==> src/rtl/popcount_frame_accumulator.sv <==
// Sums FRAME_LEN per-sample ones counts (0..4) into a saturating frame total and
// presents it on a held valid/ready output. Optional macro: POPCOUNT_RANGE_CHECK_EN.
module popcount_frame_accumulator #(
    parameter int FRAME_LEN = 8,
    parameter int ACC_WIDTH = 6
) (
    input  logic                 clk,
    input  logic                 reset_n,
    input  logic [2:0]           count_in,
    input  logic                 in_valid,
    output logic                 in_ready,
    output logic [ACC_WIDTH-1:0] total,
    output logic                 out_valid,
    input  logic                 out_ready,
    output logic                 saturated,
    output logic [7:0]           sample_idx,
`ifdef POPCOUNT_RANGE_CHECK_EN
    output logic                 range_err,
`endif
    output logic                 state_dbg
);

    // Handshakes: a transfer happens on a rising edge where valid and ready are
    // both 1. in_ready depends on state only; total/saturated hold while out_valid=1.

    localparam logic [0:0] ST_ACCUM = 1'b0;
    localparam logic [0:0] ST_HOLD  = 1'b1;

    localparam int                 SW       = ACC_WIDTH + 3;
    localparam logic [SW-1:0]      MAX_EXT  = SW'({ACC_WIDTH{1'b1}});
    localparam logic [ACC_WIDTH-1:0] ACC_MAX = {ACC_WIDTH{1'b1}};
    localparam logic [7:0]         LAST_IDX = 8'(FRAME_LEN - 1);

    logic [0:0]           state_q, state_d;
    logic [ACC_WIDTH-1:0] acc_q, acc_d;
    logic [7:0]           idx_q, idx_d;
    logic                 sat_q, sat_d;
    logic [ACC_WIDTH-1:0] total_q, total_d;
    logic                 out_sat_q, out_sat_d;
    logic                 range_err_q, range_err_d;

    logic                 accept;
    logic                 out_of_range;
    logic [2:0]           add_val;
    logic [SW-1:0]        sum_ext;
    logic                 overflow;
    logic [ACC_WIDTH-1:0] acc_sum;

    always_comb begin
        accept = in_valid && (state_q == ST_ACCUM);
`ifdef POPCOUNT_RANGE_CHECK_EN
        out_of_range = (count_in > 3'd4);
        add_val      = out_of_range ? 3'd0 : count_in;
`else
        out_of_range = 1'b0;
        add_val      = count_in;
`endif
        // Extra headroom bits let the clamp see any overflow from one add.
        sum_ext  = SW'(acc_q) + SW'(add_val);
        overflow = (sum_ext > MAX_EXT);
        acc_sum  = overflow ? ACC_MAX : sum_ext[ACC_WIDTH-1:0];
    end

    always_comb begin
        state_d     = state_q;
        acc_d       = acc_q;
        idx_d       = idx_q;
        sat_d       = sat_q;
        total_d     = total_q;
        out_sat_d   = out_sat_q;
        range_err_d = range_err_q | (accept & out_of_range);
        case (state_q)
            ST_ACCUM: begin
                if (accept) begin
                    if (idx_q == LAST_IDX) begin
                        total_d   = acc_sum;
                        out_sat_d = sat_q | overflow;
                        acc_d     = '0;
                        idx_d     = 8'd0;
                        sat_d     = 1'b0;
                        state_d   = ST_HOLD;
                    end else begin
                        acc_d = acc_sum;
                        idx_d = idx_q + 8'd1;
                        sat_d = sat_q | overflow;
                    end
                end
            end
            ST_HOLD: begin
                if (out_ready) begin
                    state_d = ST_ACCUM;
                end
            end
            default: state_d = ST_ACCUM;
        endcase
    end

    always_ff @(posedge clk or negedge reset_n) begin
        if (!reset_n) begin
            state_q     <= ST_ACCUM;
            acc_q       <= '0;
            idx_q       <= 8'd0;
            sat_q       <= 1'b0;
            total_q     <= '0;
            out_sat_q   <= 1'b0;
            range_err_q <= 1'b0;
        end else begin
            state_q     <= state_d;
            acc_q       <= acc_d;
            idx_q       <= idx_d;
            sat_q       <= sat_d;
            total_q     <= total_d;
            out_sat_q   <= out_sat_d;
            range_err_q <= range_err_d;
        end
    end

    assign in_ready   = (state_q == ST_ACCUM);
    assign out_valid  = (state_q == ST_HOLD);
    assign total      = total_q;
    assign saturated  = out_sat_q;
    assign sample_idx = idx_q;
    assign state_dbg  = state_q[0];
`ifdef POPCOUNT_RANGE_CHECK_EN
    assign range_err  = range_err_q;
`else
    logic unused_range;
    assign unused_range = range_err_q;
`endif

endmodule
==> config.mk <==
export PLATFORM = sky130hd
export DESIGN_NAME = popcount_frame_accumulator
export DESIGN_NICKNAME = d
export VERILOG_FILES = /design/src/rtl/popcount_frame_accumulator.sv
export SDC_FILE = /design/constraint.sdc
export NUM_CORES = 1
export LEC_CHECK = 0
export BUFFER_PORTS_ARGS = -buffer_cell sky130_fd_sc_hd__buf_2
export CAP_MARGIN = 20
export CORE_ASPECT_RATIO = 1.25
export CORE_MARGIN = 3
export CORE_UTILIZATION = 47
export CTS_CLUSTER_DIAMETER = 200
export DETAILED_ROUTE_END_ITERATION = 12
export HOLD_SLACK_MARGIN = 0.05
export PLACE_DENSITY = 0.76
export SLEW_MARGIN = 30
export SYNTH_ARGS = -nofsm -noshare
export SYNTH_HDL_FRONTEND = slang
export SYNTH_SLANG_ARGS = --single-unit
==> constraint.sdc <==
create_clock -name clk -period 1.77 [get_ports clk]
set_clock_uncertainty 0.15 [all_clocks]
set_input_delay 0.2655 -clock clk [delete_from_list [all_inputs] [get_ports clk]]
set_output_delay 0.2655 -clock clk [all_outputs]
set_load 0.01 [all_outputs]
==> summary.txt <==
Synth
  • Top area cells in the synthesized netlist: sky130_fd_sc_hd__dfrtp_1 (50%), sky130_fd_sc_hd__mux2_2 (4.9%), sky130_fd_sc_hd__a22o_1 (4.6%)
  • Syn_nets: 111
  • Total of flip-flops plus latches after synthesis: 23
  • Asr flop ratio synth: 100%
  • Post-synthesis sequential area ratio: 50.2%
  • Yosys warnings: 0
  • Top cell type by total area after synthesis: sky130_fd_sc_hd__dfrtp_1
  • Commonest cells in the synthesized netlist: sky130_fd_sc_hd__dfrtp_1 (23), sky130_fd_sc_hd__a22o_1 (6)
  • Cell area after technology mapping: 1150 µm²
  • Area fraction of the dominant cell type after synthesis: 50.2%
  • Post-Syn Instances: 99
  • Most numerous cell in the Yosys netlist: sky130_fd_sc_hd__dfrtp_1
  • Primary flip-flop cell chosen by synthesis mapping: sky130_fd_sc_hd__dfrtp_1
  • Post-synth EDFFs: 0
  • Post-synthesis average cell area: 11.6 µm²
  • Count of distinct cell types in the synthesized netlist: 34

STA
  • Worst rel slew slack: 66.6%
  • Upper clock frequency limit: 505 MHz
  • Pins over their slew limit: 0
  • Count of endpoints failing setup in the final report: 14
  • Final count of hold timing violations: 0
  • Hold slack final: 0.294 ns
  • Crit path setup slack, layout: -0.211 ns
  • Tcrit/Tclk final: 112%
  • RSZ-0062 raised after global routing: true
  • Final worst path period need: 1.98 ns
  • Worst Tran Pin Value: 0.502 ns

Outcome
  • Status: complete, but fails checks
  • Violations in the final reports: setup timing

Worst setup path
  • Crit path kind: reg2reg
  • Stage delay of the slowest cell on the critical path: 0.38 ns
  • Worst reg2reg endpoint: total[4]
  • Crit path launch type: flip-flop
  • FF-to-FF setup slack: -0.21 ns
  • Arrival time at the worst endpoint: 2.03 ns
  • Worst flop-to-flop path startpoint: acc_q[0]
  • First element of the critical path: acc_q[0]
  • Slowest cell on crit path: sky130_fd_sc_hd__dfrtp_1
  • Required time of the critical path: 1.82 ns
  • Register-to-Register Path Depth: 7
  • Worst Setup EP: total[4]
  • Crit-path max FO: 3
  • Cells along the critical path: ha_2 -> inv_2 -> fa_2 -> nor2b_4 -> o21ai_1 -> mux2_2 -> mux2_4
  • Crit path capture type: flip-flop

Cells and area
  • Area delta synth->final: 33.5%
  • Layout Nets: 157
  • Share of final-layout standard cells stronger than drive strength 1: 43.8%
  • Antenna Cells: 0

Clocking
  • Worst-Skew Late Latency: 0.30 ns
  • Longest Clk Path Bufs: 2
  • Root buffer selected by CTS: sky130_fd_sc_hd__clkbuf_4
  • TritonCTS clock tree: built
  • Number of levels in the clock H-tree: 1
  • Inserted Clock Buffers: 3
  • CTS sink count: 23
  • CTS clk-pin slew, worst paths: 0.12 ns

Die
  • Rows: 19
  • Height of the die: 61.2 µm
  • Die Span X: 50.2 µm
  • Die area: 3070 µm²
  • Placeable Area: 2260 µm²
  • I/O pins: 25
  • Starting Density: 50.8%

Routing
  • DRC violation count after routing: 0
  • Number of search-and-repair iterations in the first detailed-routing pass: 4
  • Routed via count divided by cell count: 5.38
  • Wirelength per Cell: 13.7 µm
  • Total via count in the routed design: 942
  • Routed Wire Length: 2.40 mm
  • Starting DRT DRC Count: 12
  • Number of nets still failing antenna checks after routing: 0

Placement
  • Routability Congestion: 0.742
  • DP Worst Slack: -0.226 ns
  • Post-detailed-placement half-perimeter wirelength: 1.88 mm
  • Number of buffer cells added on primary ports: 24

Global routing
  • Vias in the first global route: 956
  • Global-route total usage across every layer: 18.4%
  • Initial antenna violation count: 0
  • Remaining global-route overflow: 0
  • Wire length of the first global-routing pass: 4.19 mm
  • Maximum number of pins on one net before global-route repair: 24

Power
  • Worst vdd rail ir drop: 0.000970 V
  • Static Leakage: 0.000757 µW
  • Power per unit of standard cell area: 1490 nW/µm²

Min path
  • Path category of the worst min-delay check: in2async

Job
  • Max-capacitance violation count: 0
-- state kept, by name, indices dropped and copies added, names as in the netlist --
| signal | flops |
|---|---|
| total | 6 |
| acc_q | 6 |
| saturated | 1 |
| out_valid | 1 |
| sat_q | 1 |
| sample_idx | 8 |
-- layout make-up --
class,instances,area [µm²]
clock buffers,4,26.3
fillers,182,727
inverters,5,18.8
multi-input cells,68,586
flip-flops and latches,23,576
well taps,31,38.8
repair buffers,44,287
-- power breakdown --
part           leakage (µW)  switching, µW  total [µW]  internal [µW]
logic              0.000450            573        1180            607
registers          0.000292            137         863            726
clock network     0.0000150            146         234           87.8
total              0.000757            857        2280           1420
-- logic make-up (layout without fill, tap and decap cells) --
group	count (synthesis)	after routing	synth area share, %
simple gates	29	29	15.4
compound gates	21	21	13.2
fa+ha+maj	5	5	6.11
xor+xnor	7	7	5.34
flops	23	23	50.2
buf+inv	8	53	3.60
mux	6	6	6.22
-- worst min path at each step --
stage / from / end / slack [ns] / cells past startpoint
after global routing: reset_n / sat_q / 0.32 / 2
after floorplan: reset_n / acc_q[0] / -0.18 / 0
after global placement: reset_n / out_valid / 0.11 / 1
after CTS: reset_n / sample_idx[2] / 0.31 / 2
after detailed placement: reset_n / out_valid / 0.12 / 1
final: reset_n / out_valid / 0.29 / 2
-- worst max-delay path, delay by kind of cell (launching register included) --
family	cells	cell delay [ns]
AO/OA/AOI/OAI	1	0.07
adder cells (fa/ha/maj)	2	0.55
buffers and inverters	1	0.04
flip-flops	1	0.38
multiplexers	2	0.55
AND/OR/NAND/NOR	1	0.14
-- stage by stage --
stage          area (µm²)  total power, µW  utilization (%)  setup TNS (ns)  instances
2_1_floorplan        1170             1530                -          -0.370         99
3_3_place_gp         1430             1920             63.3           -1.18        168
5_1_grt              1530             2460             67.8           -2.71        175
4_1_cts              1510             2270             66.9           -1.75        175
3_5_place_dp         1430             1970             63.3           -1.69        168
6_report             1530             2280             67.8           -1.53        175
-- repair_timing --
item,in CTS,in global routing
resized for setup,7,5
buffers inserted,1,0
pin swaps,5,1
hold buffers,2,0
endpoints found under the hold margin,24,0
endpoints found under the setup margin,15,17
-- metal layers --
layer | track usage (%) | up-vias | wire length [µm]
li1 | - | 449 | -
met1 | 20.2 | 464 | 939
met2 | 33.0 | 23 | 1310
met3 | 4.36 | 6 | 107
met4 | 10.3 | 0 | 44
met5 | 0 | - | 0
-- layout by cell type, fill, tap and decap left out, drive strengths merged --
| master | instances |
|---|---|
| nor2b | 3 |
| a31oi | 3 |
| nor3 | 2 |
| nand3b | 1 |
| and3 | 1 |
| clkbuf | 4 |
| and4b | 1 |
| mux2 | 6 |
| and4 | 2 |
| nand3 | 3 |
| nand2 | 5 |
| o21ai | 3 |
| o21a | 2 |
| a211oi | 1 |
| a22o | 6 |
| inv | 5 |
| ha | 4 |
| nor2 | 5 |
| xnor2 | 5 |
| dfrtp | 23 |
| dlygate4sd3 | 2 |
| nand4 | 2 |
| buf | 42 |
| nand2b | 3 |
| o2111ai | 1 |
| o21bai | 1 |
| fa | 1 |
| or4 | 1 |
| a21oi | 2 |
| a21o | 2 |
| xor2 | 2 |
Note: power is estimated with default switching activity, not from simulation.
